<file path="src/rtl/seq_decoder_pkg.sv">
// ---------------------------------------------------------------------------
// seq_decoder_pkg
//   Shared definitions for the registered code decoder and its expander:
//     - mode_e  : command mode encodings (one-hot, thermometer,
//                 active-low one-hot, auto-scan)
//     - state_e : control FSM encodings (idle, emit a beat, inter-beat gap)
//   No ports; imported by code_expand and seq_decoder.
// ---------------------------------------------------------------------------
package seq_decoder_pkg;

  // Command modes as carried on the 2-bit mode input.
  typedef enum logic [1:0] {
    MODE_ONEHOT   = 2'd0,
    MODE_THERM    = 2'd1,
    MODE_ONEHOT_N = 2'd2,
    MODE_SCAN     = 2'd3
  } mode_e;

  // Control FSM. Modes 0-2 never leave ST_IDLE; only a scan walks
  // through ST_EMIT / ST_GAP.
  typedef enum logic [1:0] {
    ST_IDLE = 2'd0,
    ST_EMIT = 2'd1,
    ST_GAP  = 2'd2
  } state_e;

  // Width of the mode field, shared by every port that carries a mode.
  localparam int MODE_W = 2;

endpackage : seq_decoder_pkg

</file>
<file path="src/rtl/seq_decoder_code_expand.sv">
// ---------------------------------------------------------------------------
// code_expand
//   Purely combinational code expander shared by the command-load path and
//   the scan path of seq_decoder.
//
//   Parameters
//     SEL_W   code width; OUT_W = 1 << SEL_W is derived and not overridable
//
//   Ports
//     sel      in   SEL_W   code to expand
//     mode     in   2       mode_e encoding
//     pattern  out  OUT_W   expanded pattern
//
//   Mapping
//     MODE_ONEHOT    pattern[i] = (i == sel)
//     MODE_THERM     pattern[i] = (i <= sel)
//     MODE_ONEHOT_N  pattern    = ~one-hot
//     MODE_SCAN      one-hot (the scan path presents the beat index as sel)
// ---------------------------------------------------------------------------
module code_expand
  import seq_decoder_pkg::*;
#(
  parameter  int SEL_W = 3,
  localparam int OUT_W = 1 << SEL_W
) (
  input  logic [SEL_W-1:0]  sel,
  input  logic [MODE_W-1:0] mode,
  output logic [OUT_W-1:0]  pattern
);

  logic [OUT_W-1:0] one_hot;
  logic [OUT_W-1:0] therm;

  // Every bit position is a code value; compare it against sel.
  always_comb begin
    // NOTE: every signal written in a combinational block gets a default
    // before any conditional logic, otherwise a latch is inferred.
    one_hot = '0;
    therm   = '0;
    for (int i = 0; i < OUT_W; i++) begin
      one_hot[i] = (SEL_W'(i) == sel);
      therm[i]   = (SEL_W'(i) <= sel);
    end
  end

  always_comb begin
    pattern = one_hot;
    case (mode_e'(mode))
      MODE_THERM:    pattern = therm;
      MODE_ONEHOT_N: pattern = ~one_hot;
      default:       pattern = one_hot;  // MODE_ONEHOT and MODE_SCAN
    endcase
  end

endmodule : code_expand

</file>
<file path="src/rtl/seq_decoder.sv">
// ---------------------------------------------------------------------------
// seq_decoder
//   Registered, parametrised code decoder between a valid/ready command
//   source and LED / keypad / row-select drivers.
//
//   Modes 0-2 expand sel into a one-hot, thermometer or active-low one-hot
//   pattern with a one-deep output register (latency 1, one command per
//   cycle at full throughput). Mode 3 walks one-hot beats 0..sel, each
//   beat separated by dwell+1 cycles with out_valid low.
//
//   Parameters
//     SEL_W     code width (OUT_W = 1 << SEL_W, derived)
//     DWELL_W   width of the dwell counter
//
//   Ports
//     clk        in   1        rising-edge clock
//     rst        in   1        asynchronous active-high reset
//     in_valid   in   1        command valid
//     in_ready   out  1        command accepted when in_valid && in_ready
//     sel        in   SEL_W    code (modes 0-2) or last scan index (mode 3)
//     mode       in   2        mode_e encoding
//     dwell      in   DWELL_W  scan gap length, sampled at accept
//     out_valid  out  1        o qualified
//     out_ready  in   1        downstream accept
//     o          out  OUT_W    decoded pattern (registered)
//     scan_idx   out  SEL_W    current scan index
//     busy       out  1        high while a scan is in progress
// ---------------------------------------------------------------------------
module seq_decoder
  import seq_decoder_pkg::*;
#(
  parameter  int SEL_W   = 3,
  parameter  int DWELL_W = 8,
  localparam int OUT_W   = 1 << SEL_W
) (
  input  logic               clk,
  input  logic               rst,
  input  logic               in_valid,
  output logic               in_ready,
  input  logic [SEL_W-1:0]   sel,
  input  logic [MODE_W-1:0]  mode,
  input  logic [DWELL_W-1:0] dwell,
  output logic               out_valid,
  input  logic               out_ready,
  output logic [OUT_W-1:0]   o,
  output logic [SEL_W-1:0]   scan_idx,
  output logic               busy
);

  state_e state_q;
  state_e state_d;

  // Scan parameters captured at accept so mid-scan input changes are inert.
  logic [SEL_W-1:0]   last_q;
  logic [DWELL_W-1:0] dwell_q;
  logic [DWELL_W-1:0] cnt_q;

  logic accept;
  logic handshake;
  logic scan_cmd;
  logic scan_done;
  logic gap_done;

  // Expander input mux: the command path in IDLE, the next beat otherwise.
  logic [SEL_W-1:0]  exp_sel;
  logic [MODE_W-1:0] exp_mode;
  logic [OUT_W-1:0]  exp_pattern;

  assign accept    = in_valid && in_ready;
  assign handshake = out_valid && out_ready;
  assign scan_cmd  = (mode_e'(mode) == MODE_SCAN);
  assign scan_done = (scan_idx == last_q);
  assign gap_done  = (cnt_q == '0);

  code_expand #(
    .SEL_W (SEL_W)
  ) u_code_expand (
    .sel     (exp_sel),
    .mode    (exp_mode),
    .pattern (exp_pattern)
  );

  // -------------------------------------------------------------------------
  // FSM state register
  // -------------------------------------------------------------------------
  always_ff @(posedge clk or posedge rst) begin
    // NOTE: sequential state uses non-blocking (<=) so every register
    // samples pre-edge values; blocking here would create ordering races.
    if (rst) begin
      state_q <= ST_IDLE;
    end else begin
      state_q <= state_d;
    end
  end

  // -------------------------------------------------------------------------
  // FSM next-state logic
  // -------------------------------------------------------------------------
  always_comb begin
    state_d = state_q;
    case (state_q)
      ST_IDLE: begin
        if (accept && scan_cmd) begin
          state_d = ST_EMIT;
        end
      end
      ST_EMIT: begin
        if (handshake) begin
          state_d = scan_done ? ST_IDLE : ST_GAP;
        end
      end
      ST_GAP: begin
        if (gap_done) begin
          state_d = ST_EMIT;
        end
      end
      default: state_d = ST_IDLE;
    endcase
  end

  // -------------------------------------------------------------------------
  // FSM outputs: command-side ready and expander input selection.
  // in_ready deliberately ignores in_valid to keep the handshake loop-free.
  // -------------------------------------------------------------------------
  always_comb begin
    in_ready = (state_q == ST_IDLE) && (!out_valid || out_ready);
    exp_sel  = sel;
    exp_mode = mode;
    if (state_q != ST_IDLE) begin
      // Only consumed on the GAP->EMIT edge; indices never wrap because
      // scan_idx < last_q whenever a GAP is entered.
      exp_sel  = scan_idx + SEL_W'(1);
      exp_mode = MODE_ONEHOT;
    end else if (scan_cmd) begin
      // First scan beat is always index 0.
      exp_sel  = '0;
    end
  end

  // -------------------------------------------------------------------------
  // Output registers, scan bookkeeping and dwell counter
  // -------------------------------------------------------------------------
  always_ff @(posedge clk or posedge rst) begin
    if (rst) begin
      o         <= '0;
      out_valid <= 1'b0;
      busy      <= 1'b0;
      scan_idx  <= '0;
      last_q    <= '0;
      dwell_q   <= '0;
      cnt_q     <= '0;
    end else begin
      case (state_q)
        ST_IDLE: begin
          if (accept) begin
            // A new command overwrites a draining one in the same cycle.
            o         <= exp_pattern;
            out_valid <= 1'b1;
            if (scan_cmd) begin
              busy     <= 1'b1;
              scan_idx <= '0;
              last_q   <= sel;
              dwell_q  <= dwell;
            end
          end else if (handshake) begin
            // o keeps its last value after draining.
            out_valid <= 1'b0;
          end
        end
        ST_EMIT: begin
          if (handshake) begin
            out_valid <= 1'b0;
            if (scan_done) begin
              busy <= 1'b0;
            end else begin
              cnt_q <= dwell_q;
            end
          end
        end
        ST_GAP: begin
          // Count D..0 inclusive, so out_valid is low for D+1 cycles.
          if (gap_done) begin
            scan_idx  <= scan_idx + SEL_W'(1);
            o         <= exp_pattern;
            out_valid <= 1'b1;
          end else begin
            cnt_q <= cnt_q - DWELL_W'(1);
          end
        end
        default: ;
      endcase
    end
  end

endmodule : seq_decoder

</file>
<file path="config.mk">
export PLATFORM = sky130hd
export DESIGN_NAME = seq_decoder
export DESIGN_NICKNAME = d
export VERILOG_FILES = /design/src/rtl/seq_decoder_pkg.sv /design/src/rtl/seq_decoder_code_expand.sv /design/src/rtl/seq_decoder.sv
export SDC_FILE = /design/constraint.sdc
export NUM_CORES = 1
export LEC_CHECK = 0
export CAP_MARGIN = 10
export CORE_ASPECT_RATIO = 0.75
export CORE_MARGIN = 3
export CORE_UTILIZATION = 50
export CTS_CLUSTER_SIZE = 8
export DETAILED_ROUTE_END_ITERATION = 7
export PLACE_DENSITY_LB_ADDON = 0.3
export SLEW_MARGIN = 0
export SYNTH_ARGS = -nofsm -noshare
export SYNTH_HDL_FRONTEND = slang
export SYNTH_HIERARCHICAL = 1
export SYNTH_SLANG_ARGS = --single-unit
</file>
<file path="constraint.sdc">
create_clock -name clk -period 2.9 [get_ports clk]
set_clock_uncertainty 0.05 [all_clocks]
set_input_delay 0.87 -clock clk [delete_from_list [all_inputs] [get_ports clk]]
set_output_delay 0.87 -clock clk [all_outputs]
set_load 0.1 [all_outputs]
</file>
== Word level (Yosys, flattened, before mapping) ==
Cells that the tools add are included.

* Register bits after elaboration: 34
* Output and inout port bits: 14
* Word-level logic and storage cells: 90

* $add $sub $neg: 2
* Magnitude comparators: 8
* Equal/unequal tests: 21
* Mux-type cells: 29
* Bitwise gates (word level): 1
* Reduce and logical (&&, ||, !) cells: 21

{| class="wikitable"
|+ Operators by type and width
! cell !! number
|-
| one-hot mux 8 bit (2 select lines) || 3
|-
| 2-to-1 mux 8 bit || 5
|-
| inequality test 2 bit, second input constant || 8
|-
| 2-to-1 mux 3 bit || 5
|-
| equality test 3 bit, first input constant || 4
|-
| <= comparator 3 bit, first input constant || 4
|-
| 2-to-1 mux 2 bit || 5
|-
| AND reduction 3 bit || 3
|-
| zero test 8 bit || 1
|-
| NOT 8 bit || 1
|-
| AND reduction 4 bit || 2
|-
| nonzero test 2 bit || 4
|-
| subtractor 8 x 1 -> 8 bit, second input constant || 1
|-
| 2-to-1 mux 1 bit || 7
|-
| equality test 2 bit, second input constant || 3
|-
| equality test 2 x 3 -> 1 bit, first input constant || 2
|-
| <= comparator 1 x 3 -> 1 bit, first input constant || 2
|-
| <= comparator 2 x 3 -> 1 bit, first input constant || 2
|-
| one-hot mux 2 bit (3 select lines) || 1
|-
| one-hot mux 3 bit (2 select lines) || 1
|-
| AND reduction 5 bit || 1
|-
| equality test 2 x 1 -> 1 bit, second input constant || 2
|-
| logical AND 1 bit || 4
|-
| adder 3 x 1 -> 3 bit, second input constant || 1
|-
| other kinds (10) || 10
|}

== Longest topological paths before layout ==
* Word-level depth: 8
* Mapped depth: 11

== Hierarchy ==
The synthesis kept the hierarchy.

{| class="wikitable"
|+ By module, submodules not included
! module !! instances !! cells an instance !! area each (um^2) !! sequential area each (um^2)
|-
| seq_decoder || 1 || 174 || 1789.2 || 850.8
|-
| code_expand || 1 || 46 || 292.8 || 0.0
|}

== Worst setup path after synthesis ==
Ideal clock, no wire load.

* Path type: reg2out
* Start: register out_valid
* End: output in_ready
* Arrival: 2320 ps
* Slack: -340 ps
* Stages on the path, launching flop included: 3
* Buffers on the path: 0
* Cell sequence: dfrtp_1 nor2b_1 nor2_1

* Cells in the longest elaborated chain, start to end: 3

{| class="wikitable"
|+ Ends and longest elaborated chain
! element !! RTL line !! RTL
|-
| from (decl) || seq_decoder.sv:43 || <nowiki>output logic out_valid,</nowiki>
|-
| from (signal assigned) || seq_decoder.sv:146 || <nowiki>out_valid <= 1'b0;</nowiki>
|-
| from (signal assigned) || seq_decoder.sv:158 || <nowiki>out_valid <= 1'b1;</nowiki>
|-
| from (signal assigned) || seq_decoder.sv:167 || <nowiki>out_valid <= 1'b0;</nowiki>
|-
| zero test 1 bit || seq_decoder.sv:126 || <nowiki>in_ready = (state_q == ST_IDLE) && (!out_valid || out_ready);</nowiki>
|-
| logical OR 1 bit || seq_decoder.sv:126 ||
|-
| logical AND 1 bit || seq_decoder.sv:126 ||
|-
| to (decl) || seq_decoder.sv:39 || <nowiki>output logic in_ready,</nowiki>
|}

Every way passes these cells.

== Worst setup path in the final report ==
* Start: input out_ready
* End: output in_ready

* Cells in the longest elaborated chain, start to end: 2

{| class="wikitable"
|+ Ends and longest elaborated chain
! element !! RTL line !! RTL
|-
| from (decl) || seq_decoder.sv:44 || <nowiki>input logic out_ready,</nowiki>
|-
| logical OR 1 bit || seq_decoder.sv:126 ||
|-
| logical AND 1 bit || seq_decoder.sv:126 ||
|}

Every way passes these cells.

==> metrics <==
fin crit period=2.79 ns; relative slew slack=66.2%; Antenna Nets Post-Route=0; IO Port Bufs=30; area share of and/or/nand/nor cells after synthesis=16.6%; DIE WIDTH=80.5 um; Cell Count, Final, Fillers Out=310; CTS H-tree lvls=2; crit path DAT=1.87 ns; gr usage total=19.3%; worst min-delay path category=flip-flop to flip-flop; setup violators final=0; antenna cells=0; RSZ-0062 raised after global routing=false; final period utilization=96.1%; Largest stage delay, worst path=0.44 ns; clk_lat worst skew=0.28 ns; die area=4980 sq um; post-synthesis mux area share=10.7%; post-synthesis sequential area ratio=40.9%; die height=61.9 um; clk root buf=clkbuf_8; clk buf depth=2; cell count after placement=302; Fillers=317; number of enable flip-flop cells after synthesis=0; DR vias/cell=5.56; Slowest-stage cell, CP=clkdlybuf4s50_1; TNS Setup=0 ns; Layout area overhead=21.3%; Setup crit end kind=output port; vias in the first global route=1564; total grt overflow=0; post-synthesis cell count=220; syn nets=246; status=complete, no violations; syn avg cell area=9.46 sq um; CP delay by family, top=buffers and inverters; average wire per standard cell=13.7 um; ys flop type=dfrtp_1; row cnt=19; DP Wirelength=3.12 mm; CTS resizes=0; total core area=3830 sq um; Slew Viols, Final=0; hold_buf cts=0; CTS Sinks=34; routability congestion estimate=0.863; required time worst endpoint=1.98 ns; starting density of the core=54.4%; I/O Pins=31; first-pass GRT wire length=7.22 mm; Distinct cells, synth=45; largest area contributor in the netlist=dfrtp_1; TritonRoute pass-1 iters=4; share of post-route cells with drive strength above 1=22.1%; Ys Warns=6; Max Cap Violations=0; post-synthesis compound-gate area fraction=18.8%; Buf+Inv Stages, Crit Path=2; Hold Vio Cnt, Final=0; Final Core Density=66.0%; antenna violations before repair=0; FMAX=359 MHz; 1st-iter DRT viols=107; largest net degree at the start of global routing=35; top cell type's share of synthesized area=40.9%; Clock transition at path regs=0.07 ns; CP max FO=3; Post-CTS Setup Inserts=0; # DRC=0; Tightest Pin Transition=0.505 ns; Setup CP Type=input pin to output port; vias=1723; Synth Area in Adders=5.41%; Critical Path Start Type=input pin; critical-path cell list=clkdlybuf4s50_1 > nor2b_1 > nor2_2 > buf_12; CTS tree=built; Nets=283; largest family of logic cells by synthesized area=compound AO/OA/AOI/OAI gates; largest cells by area after synthesis=dfrtp_1, mux2_2, ha_1; ys async rst share=100%; register bit count reported by yosys=34; Post-Synth XOR/XNOR Area=1.68%; CTS buffer count=5; Routed WL=4.24 mm; Cell Area, Synth=2080 sq um
-- logic make-up (layout without fill, tap and decap cells) --
family                     after synthesis  count (layout)
muxes                                   20              20
adders and majority gates                9               9
AOI/OAI and AO/OA                       59              59
buffers and inverters                   24              62
and+or+nand+nor                         70              70
xor gates and xnor gates                 4               4
DFF                                     34              34
-- registers in the layout (all words and copies together), names as in the netlist --
name	count
state_q	2
busy	1
dwell_q	8
out_valid	1
last_q	3
scan_idx	3
o	8
cnt_q	8
-- worst register-to-register path, stage by stage (launching register included) --
cell and delay, ns:
dfrtp_1 0.42, inv_1 0.09, ha_1 0.36, and2_1 0.21
inv_1 0.05, ha_1 0.38, nor2_1 0.25, a31oi_1 0.12
o21a_1 0.17, mux2_2 0.25
-- path summary, 6_finish.rpt --
kind	start	end	slack, ns	depth (start not counted)
max	out_ready	in_ready	0.11	4
min	dwell_q[0]	dwell_q[0]	0.45	1
max reg2reg	state_q[0]	o[3]	0.45	9
min reg2reg	dwell_q[0]	dwell_q[0]	0.45	1
max in group asynchronous	rst	dwell_q[6]	1.56	3
min in group asynchronous	rst	dwell_q[1]	0.93	3
-- layer usage --
| layer | part of all wire [%] | track usage (%) | vias to the layer above |
|---|---|---|---|
| met5 | 0 | 0 | - |
| met4 | 1.6 | 8.19 | 0 |
| met3 | 6.4 | 4.18 | 6 |
| met2 | 41 | 28.9 | 57 |
| met1 | 51 | 27.3 | 801 |
| li1 | - | - | 859 |
-- Yosys cell counts (all sizes together) (2+ instances only) --
cell type,count
mux2,18
mux2i,2
nand2,22
o21bai,2
a41oi,2
o22a,4
o21a,3
nor4,2
nand3,7
buf,8
a22oi,2
nor3,4
nand2b,4
nor2,17
clkbuf,3
o32a,2
or3,2
nand3b,2
o21ba,2
a211o,2
a21oi,10
xor2,3
nor2b,3
a31oi,5
o21ai,18
nor3b,2
ha,9
and2,2
dfrtp,34
inv,13
-- placed cells by master, fill, tap and decap left out, types with 7 or more instances in the layout --
cell	Yosys	layout
mux2_2	18	18
inv_1	13	13
nor2_1	16	15
buf_4	2	24
dfrtp_1	34	34
clkdlybuf4s50_1	0	16
a21oi_1	10	10
o21ai_0	18	18
ha_1	9	9
nand2_1	22	22
nand3_1	7	7
-- metrics by stage --
| stage | setup slack, ns | hold WS, ns | cell area, sq um |
|---|---|---|---|
| global placement | 0.0733 | 0.434 | 2430 |
| floorplan | 0.121 | 0.413 | 2080 |
| global route | 0.0650 | 0.477 | 2530 |
| finish | 0.113 | 0.454 | 2530 |
| CTS | 0.113 | 0.459 | 2530 |
| detailed placement | 0.0252 | 0.443 | 2430 |
-- area by class of cell --
| type | instances | area [sq um] | area share [%] |
|---|---|---|---|
| timing repair buffer | 41 | 360 | 14.3 |
| clock inverter | 1 | 5.00 | 0.198 |
| multi-input combinational | 162 | 1110 | 43.9 |
| clock buffer | 7 | 86.3 | 3.42 |
| inverter | 13 | 48.8 | 1.93 |
| tap | 52 | 65.1 | 2.58 |
| sequential | 34 | 851 | 33.7 |
Power is not shown: default switching activity piles up to over one toggle a cycle in this logic, so the estimate is an artifact.
